### src/rtl/demux4_rr_sched_pkg.sv
// Shared types and constants for the round-robin 1-to-4 demux scheduler.
package demux4_rr_sched_pkg;

  localparam int NUM_CH = 4;

  typedef enum logic {
    ST_EMPTY = 1'b0,
    ST_FULL  = 1'b1
  } state_t;

  typedef logic [1:0] ch_idx_t;

endpackage

### src/rtl/demux4_rr_sched_demux1p4_struct.sv
// 1-to-4 demultiplexer: routes a single bit to the output selected by sel.
module demux1p4_struct
  import demux4_rr_sched_pkg::*;
(
  input  logic              data_in,
  input  ch_idx_t           sel,
  output logic [NUM_CH-1:0] out
);

  always_comb begin
    out      = '0;
    out[sel] = data_in;
  end

endmodule

### src/rtl/demux4_rr_sched.sv
// Round-robin scheduler feeding a 1-to-4 demux: one held word, bursts of up to
// BURST_LEN words per enabled channel, per-channel backpressure.
module demux4_rr_sched
  import demux4_rr_sched_pkg::*;
#(
  parameter int DATA_W    = 8,
  parameter int BURST_LEN = 4
) (
  input  logic              clk,
  input  logic              rst_n,
  input  logic              in_valid,
  input  logic [DATA_W-1:0] in_data,
  output logic              in_ready,
  input  logic [NUM_CH-1:0] chan_en,
  output logic [DATA_W-1:0] out_data,
  output logic [NUM_CH-1:0] out_valid,
  input  logic [NUM_CH-1:0] out_ready,
  output logic [1:0]        sel,
  output logic              busy
);

  localparam int CNT_W = $clog2(BURST_LEN + 1);

  state_t            state_q, state_d;
  ch_idx_t           ptr_q, ptr_d;
  ch_idx_t           tgt_q, tgt_d;
  logic [CNT_W-1:0]  cnt_q, cnt_d;
  logic [CNT_W-1:0]  base, n;
  logic [DATA_W-1:0] data_q;
  logic              deliver, capture;

  // First enabled channel at or after start, wrapping; lowest offset wins.
  function automatic ch_idx_t next_enabled(input ch_idx_t start, input logic [NUM_CH-1:0] en);
    ch_idx_t c;
    next_enabled = start;
    for (int i = NUM_CH - 1; i >= 0; i--) begin
      c = start + ch_idx_t'(i);
      if (en[c]) next_enabled = c;
    end
  endfunction

  // Handshakes: a word moves on a side only in a cycle where valid && ready are
  // both high; valid never waits for ready. in_ready is combinational so a
  // delivery and a capture can share one cycle.
  assign deliver  = (state_q == ST_FULL) && out_ready[tgt_q];
  assign in_ready = rst_n && (|chan_en) && ((state_q == ST_EMPTY) || deliver);
  assign capture  = in_valid && in_ready;

  // Burst accounting, then the new target is searched from the updated pointer.
  always_comb begin
    base  = (tgt_q == ptr_q) ? cnt_q : '0;
    n     = base + CNT_W'(1);
    ptr_d = ptr_q;
    cnt_d = cnt_q;
    if (deliver) begin
      if (n == CNT_W'(BURST_LEN)) begin
        ptr_d = tgt_q + 2'd1;
        cnt_d = '0;
      end else begin
        ptr_d = tgt_q;
        cnt_d = n;
      end
    end
    tgt_d = capture ? next_enabled(ptr_d, chan_en) : tgt_q;
  end

  always_ff @(posedge clk or negedge rst_n) begin
    if (!rst_n) state_q <= ST_EMPTY;
    else        state_q <= state_d;
  end

  always_comb begin
    state_d = state_q;
    case (state_q)
      ST_EMPTY: if (capture)             state_d = ST_FULL;
      ST_FULL:  if (deliver && !capture) state_d = ST_EMPTY;
      default:                           state_d = ST_EMPTY;
    endcase
  end

  // busy is the FSM state itself and doubles as its observation point.
  always_comb begin
    busy = (state_q == ST_FULL);
    sel  = tgt_q;
  end

  always_ff @(posedge clk or negedge rst_n) begin
    if (!rst_n) begin
      ptr_q  <= '0;
      cnt_q  <= '0;
      tgt_q  <= '0;
      data_q <= '0;
    end else begin
      ptr_q <= ptr_d;
      cnt_q <= cnt_d;
      tgt_q <= tgt_d;
      if (capture) data_q <= in_data;
    end
  end

  assign out_data = data_q;

  demux1p4_struct u_demux (
    .data_in (busy),
    .sel     (sel),
    .out     (out_valid)
  );

endmodule
### config.mk
export PLATFORM = sky130hd
export DESIGN_NAME = demux4_rr_sched
export DESIGN_NICKNAME = d
export VERILOG_FILES = /design/src/rtl/demux4_rr_sched_pkg.sv /design/src/rtl/demux4_rr_sched_demux1p4_struct.sv /design/src/rtl/demux4_rr_sched.sv
export SDC_FILE = /design/constraint.sdc
export NUM_CORES = 1
export LEC_CHECK = 0
export BUFFER_PORTS_ARGS = -buffer_cell sky130_fd_sc_hd__buf_4
export CAP_MARGIN = 40
export CORE_MARGIN = 8
export CORE_UTILIZATION = 49
export DETAILED_ROUTE_END_ITERATION = 8
export PLACE_DENSITY = 0.76
export RECOVER_POWER = 50
export SYNTH_ARGS = -nofsm -noshare
export SYNTH_HDL_FRONTEND = slang
export SYNTH_SLANG_ARGS = --single-unit
### constraint.sdc
create_clock -name clk -period 3.15 [get_ports clk]
set_input_delay 0.945 -clock clk [delete_from_list [all_inputs] [get_ports clk]]
set_output_delay 0.945 -clock clk [all_outputs]
set_load 0.01 [all_outputs]
==> impl_metrics.py <==
metrics = {
    "run_status": {
        "status": "completed",
    },
    "cts": {
        "cts-root-buf": "clkbuf_4",
        "numCtsBuffers": 3,
        "post-cts-setup-buffers": 0,
        "clkSinkCount": 16,
        "htreeDepth": 1,
        "cts_hold_buffers": 0,
        "clk_latency_ns": 0.29,
        "clkTransAtPathRegs_ns": 0.09,
        "cts_tree": "done",
        "clk_path_buf_depth": 2,
    },
    "pwr": {
        "leakage_nw": 0.6031,
        "power_per_cell_area_nw_per_um2": 816.8,
        "finalPower_mw": 1.072,
        "ir_drop_uv": 494.7,
    },
    "cells_and_area": {
        "finish.instance_area_um2": 1313,
        "nNetsFinal": 160,
        "final_common_cell": "buf_4",
        "drive_gt1_frac": 0.3534,
        "antennaDiodeCount": 0,
        "syn_to_final_growth_pct": 29.19,
        "final_cell_mix": "buf_4, dfrtp_1, nand2_1, clkbuf_1, nor2_1",
        "fin_cells": 160,
    },
    "sta": {
        "drv_slew": 0,
        "rsz0062_at_grt": "false",
        "skew_ns": 0.008076,
        "setup_tns_ns": 0,
        "final.min_clock_period_ns": 2.888,
        "tightest_slew_ns": 0.8671,
        "setup_viol": 0,
        "timing.hold.ws_ns": 0.4766,
        "period_share": 0.9168,
        "max_freq_mhz": 346.3,
        "max-slew-margin-rel": 0.4219,
        "finalHoldViolations": 0,
    },
    "floorplan": {
        "core_um2": 1962,
        "die_h_um": 61.54,
        "start_util": 0.5179,
        "ios": 35,
        "die_w_um": 61.54,
        "die_area_um2": 3787,
        "fp-row-count": 16,
    },
    "setup_path": {
        "cp_top_family": "compound AO/OA/AOI/OAI gates",
        "regToRegSetupSlack_ns": 0.26,
        "path_class": "flip-flop to flip-flop",
        "arrival_ns": 3.09,
        "crit_fanout": 9,
        "end_kind": "flip-flop",
        "reg2reg_to": "sel[1]",
        "max_stage_delay_ns": 0.53,
        "rr_startpoint": "sel[0]",
        "startpoint_type": "flip-flop",
        "worstPathRequired_ns": 3.36,
        "reg2reg_depth": 10,
        "path_cells": "xnor2_4 -> and3_2 -> ha_1 -> nand2_1 -> a31oi_1 -> o21ai_1 -> a21oi_4 -> mux2i_1 -> o2111ai_1 -> a32oi_1",
        "crit_slowest_cell": "dfrtp_1",
        "critPathBufInv": 0,
    },
    "worst_hold_path": {
        "hold_path.class": "flip-flop to flip-flop",
        "hold-path-endpoint": "cnt_q[0]",
        "min_from": "cnt_q[0]",
        "min_path_cells": 2,
    },
    "yosys": {
        "muxShareOfSynthArea": 0.1207,
        "synth_cells": 95,
        "synth_area_um2": 1016,
        "synth-edff-count": 0,
        "synth-xor-area-share": 0.03325,
        "ys_types": 39,
        "synth_warnings": 0,
        "synth-async-reset-ratio": 1.000,
        "synth_top_cell_by_area": "dfrtp_1",
        "synth_seq_cells": 16,
        "synthAdderAreaFrac": 0.07389,
        "synth_top_family_by_area": "compound AO/OA/AOI/OAI gates",
        "synthSimpleGateAreaFrac": 0.1700,
        "yosysTopAreaCellShare": 0.3941,
        "synth_area_leaders": "dfrtp_1, ha_1, mux2_2",
        "synth-compound-area-share": 0.1847,
        "avgSynthCellArea_um2": 10.69,
        "synth_nets": 120,
        "ys_seq_area_frac": 0.3941,
        "dominantRegCellSynth": "dfrtp_1",
    },
    "global_routing": {
        "grt_first_pass_wirelength_mm": 3.960,
        "grt_max_degree": 17,
        "overflow": 0,
        "gr-usage-all-layers": 0.1387,
        "grt_pass1_vias": 912,
        "antenna_found_initial": 0,
    },
    "placement": {
        "io_buffers": 34,
        "placed_cell_area_um2": 1315,
        "place_congestion": 0.8216,
        "dp_hpwl_mm": 2.011,
        "place_inst": 157,
    },
    "detailed_routing": {
        "wirelength_mm": 2.461,
        "first_iter_violations": 17,
        "drtAntennaViolNets": 0,
        "first_pass_iters": 4,
        "vias": 863,
        "vias_per_cell": 5.394,
        "drc_errors": 0,
        "drt-wirelength-per-cell_um": 15.38,
    },
    "job": {
        "maxCapViolCount": 0,
    },
}
==> cell usage after synthesis, types with 2 or more instances <==
master	n
a21oi_1	3
and2_1	4
and3_2	2
dfrtp_1	16
ha_1	6
inv_1	5
mux2_1	3
mux2_2	5
nand2_1	10
nor2_1	7
o21ai_0	3
o21ai_1	2
o41ai_1	2
xnor2_1	2
==> where the power goes <==
group	internal (mW)	switching, mW
Combinational	0.285	0.305
Clock	0.0444	0.0627
Sequential	0.290	0.0846
==> flip-flops by register name, indices dropped and copies added, names as in the netlist <==
signal and flops:
ptr_q 2, busy 1, out_data 8, cnt_q 3
sel 2
==> metal layers <==
metal / GRT usage / vias up / routed length, um
met1: 0.1642 / 406 / 1083
met5: 0 / - / 0
met3: 0.03758 / 3 / 137
met2: 0.2378 / 33 / 1215
met4: 0.03896 / 0 / 24
li1: - / 421 / -
==> cells by family after synthesis <==
| logic type | Yosys count |
|---|---|
| AND/OR/NAND/NOR | 32 |
| AO/OA/AOI/OAI | 22 |
| flip-flops | 16 |
| multiplexers | 10 |
| buffers and inverters | 6 |
| adder cells (fa/ha/maj) | 6 |
| XOR/XNOR | 3 |
==> per-stage QoR <==
step             util  setup WS, ns
4_1_cts        0.6818        0.2144
3_3_place_gp   0.6703        0.2966
3_5_place_dp   0.6703        0.2446
5_1_grt        0.6690       0.05382
2_1_floorplan       -        0.5682
6_report       0.6690        0.2622
==> worst register-to-register path: stages (launching register included) <==
cell       delay, ns
dfrtp_1         0.53
xnor2_4         0.29
and3_2          0.25
ha_1            0.23
nand2_1         0.09
a31oi_1         0.32
o21ai_1         0.18
a21oi_4         0.29
mux2i_1         0.25
o2111ai_1       0.16
a32oi_1         0.22
==> repair_timing <==
| action | 4_1_cts | 5_1_grt |
|---|---|---|
| endpoints found under the hold margin | 0 | 0 |
| resized for setup | 0 | 1 |
| setup endpoints to repair | 0 | 1 |
==> worst max path at each step <==
stage / to / startpoint / slack, ns / depth (start not counted)
floorplan: sel[0] / sel[1] / 0.57 / 10
global placement: in_ready / out_ready[3] / 0.30 / 5
detailed placement: sel[1] / sel[0] / 0.24 / 10
CTS: sel[1] / sel[0] / 0.21 / 10
global route: sel[1] / sel[0] / 0.05 / 10
finish: sel[1] / sel[0] / 0.26 / 10
==> layout make-up <==
type                    count  area [um2]
fillers                   176       649.4
multi-input cells          73       600.6
flip-flops and latches     16       400.4
repair buffers             36       236.5
well taps                  27       33.78
clock buffers               3       22.52
inverters                   5       18.77
Note: power is estimated with default switching activity, not from simulation.
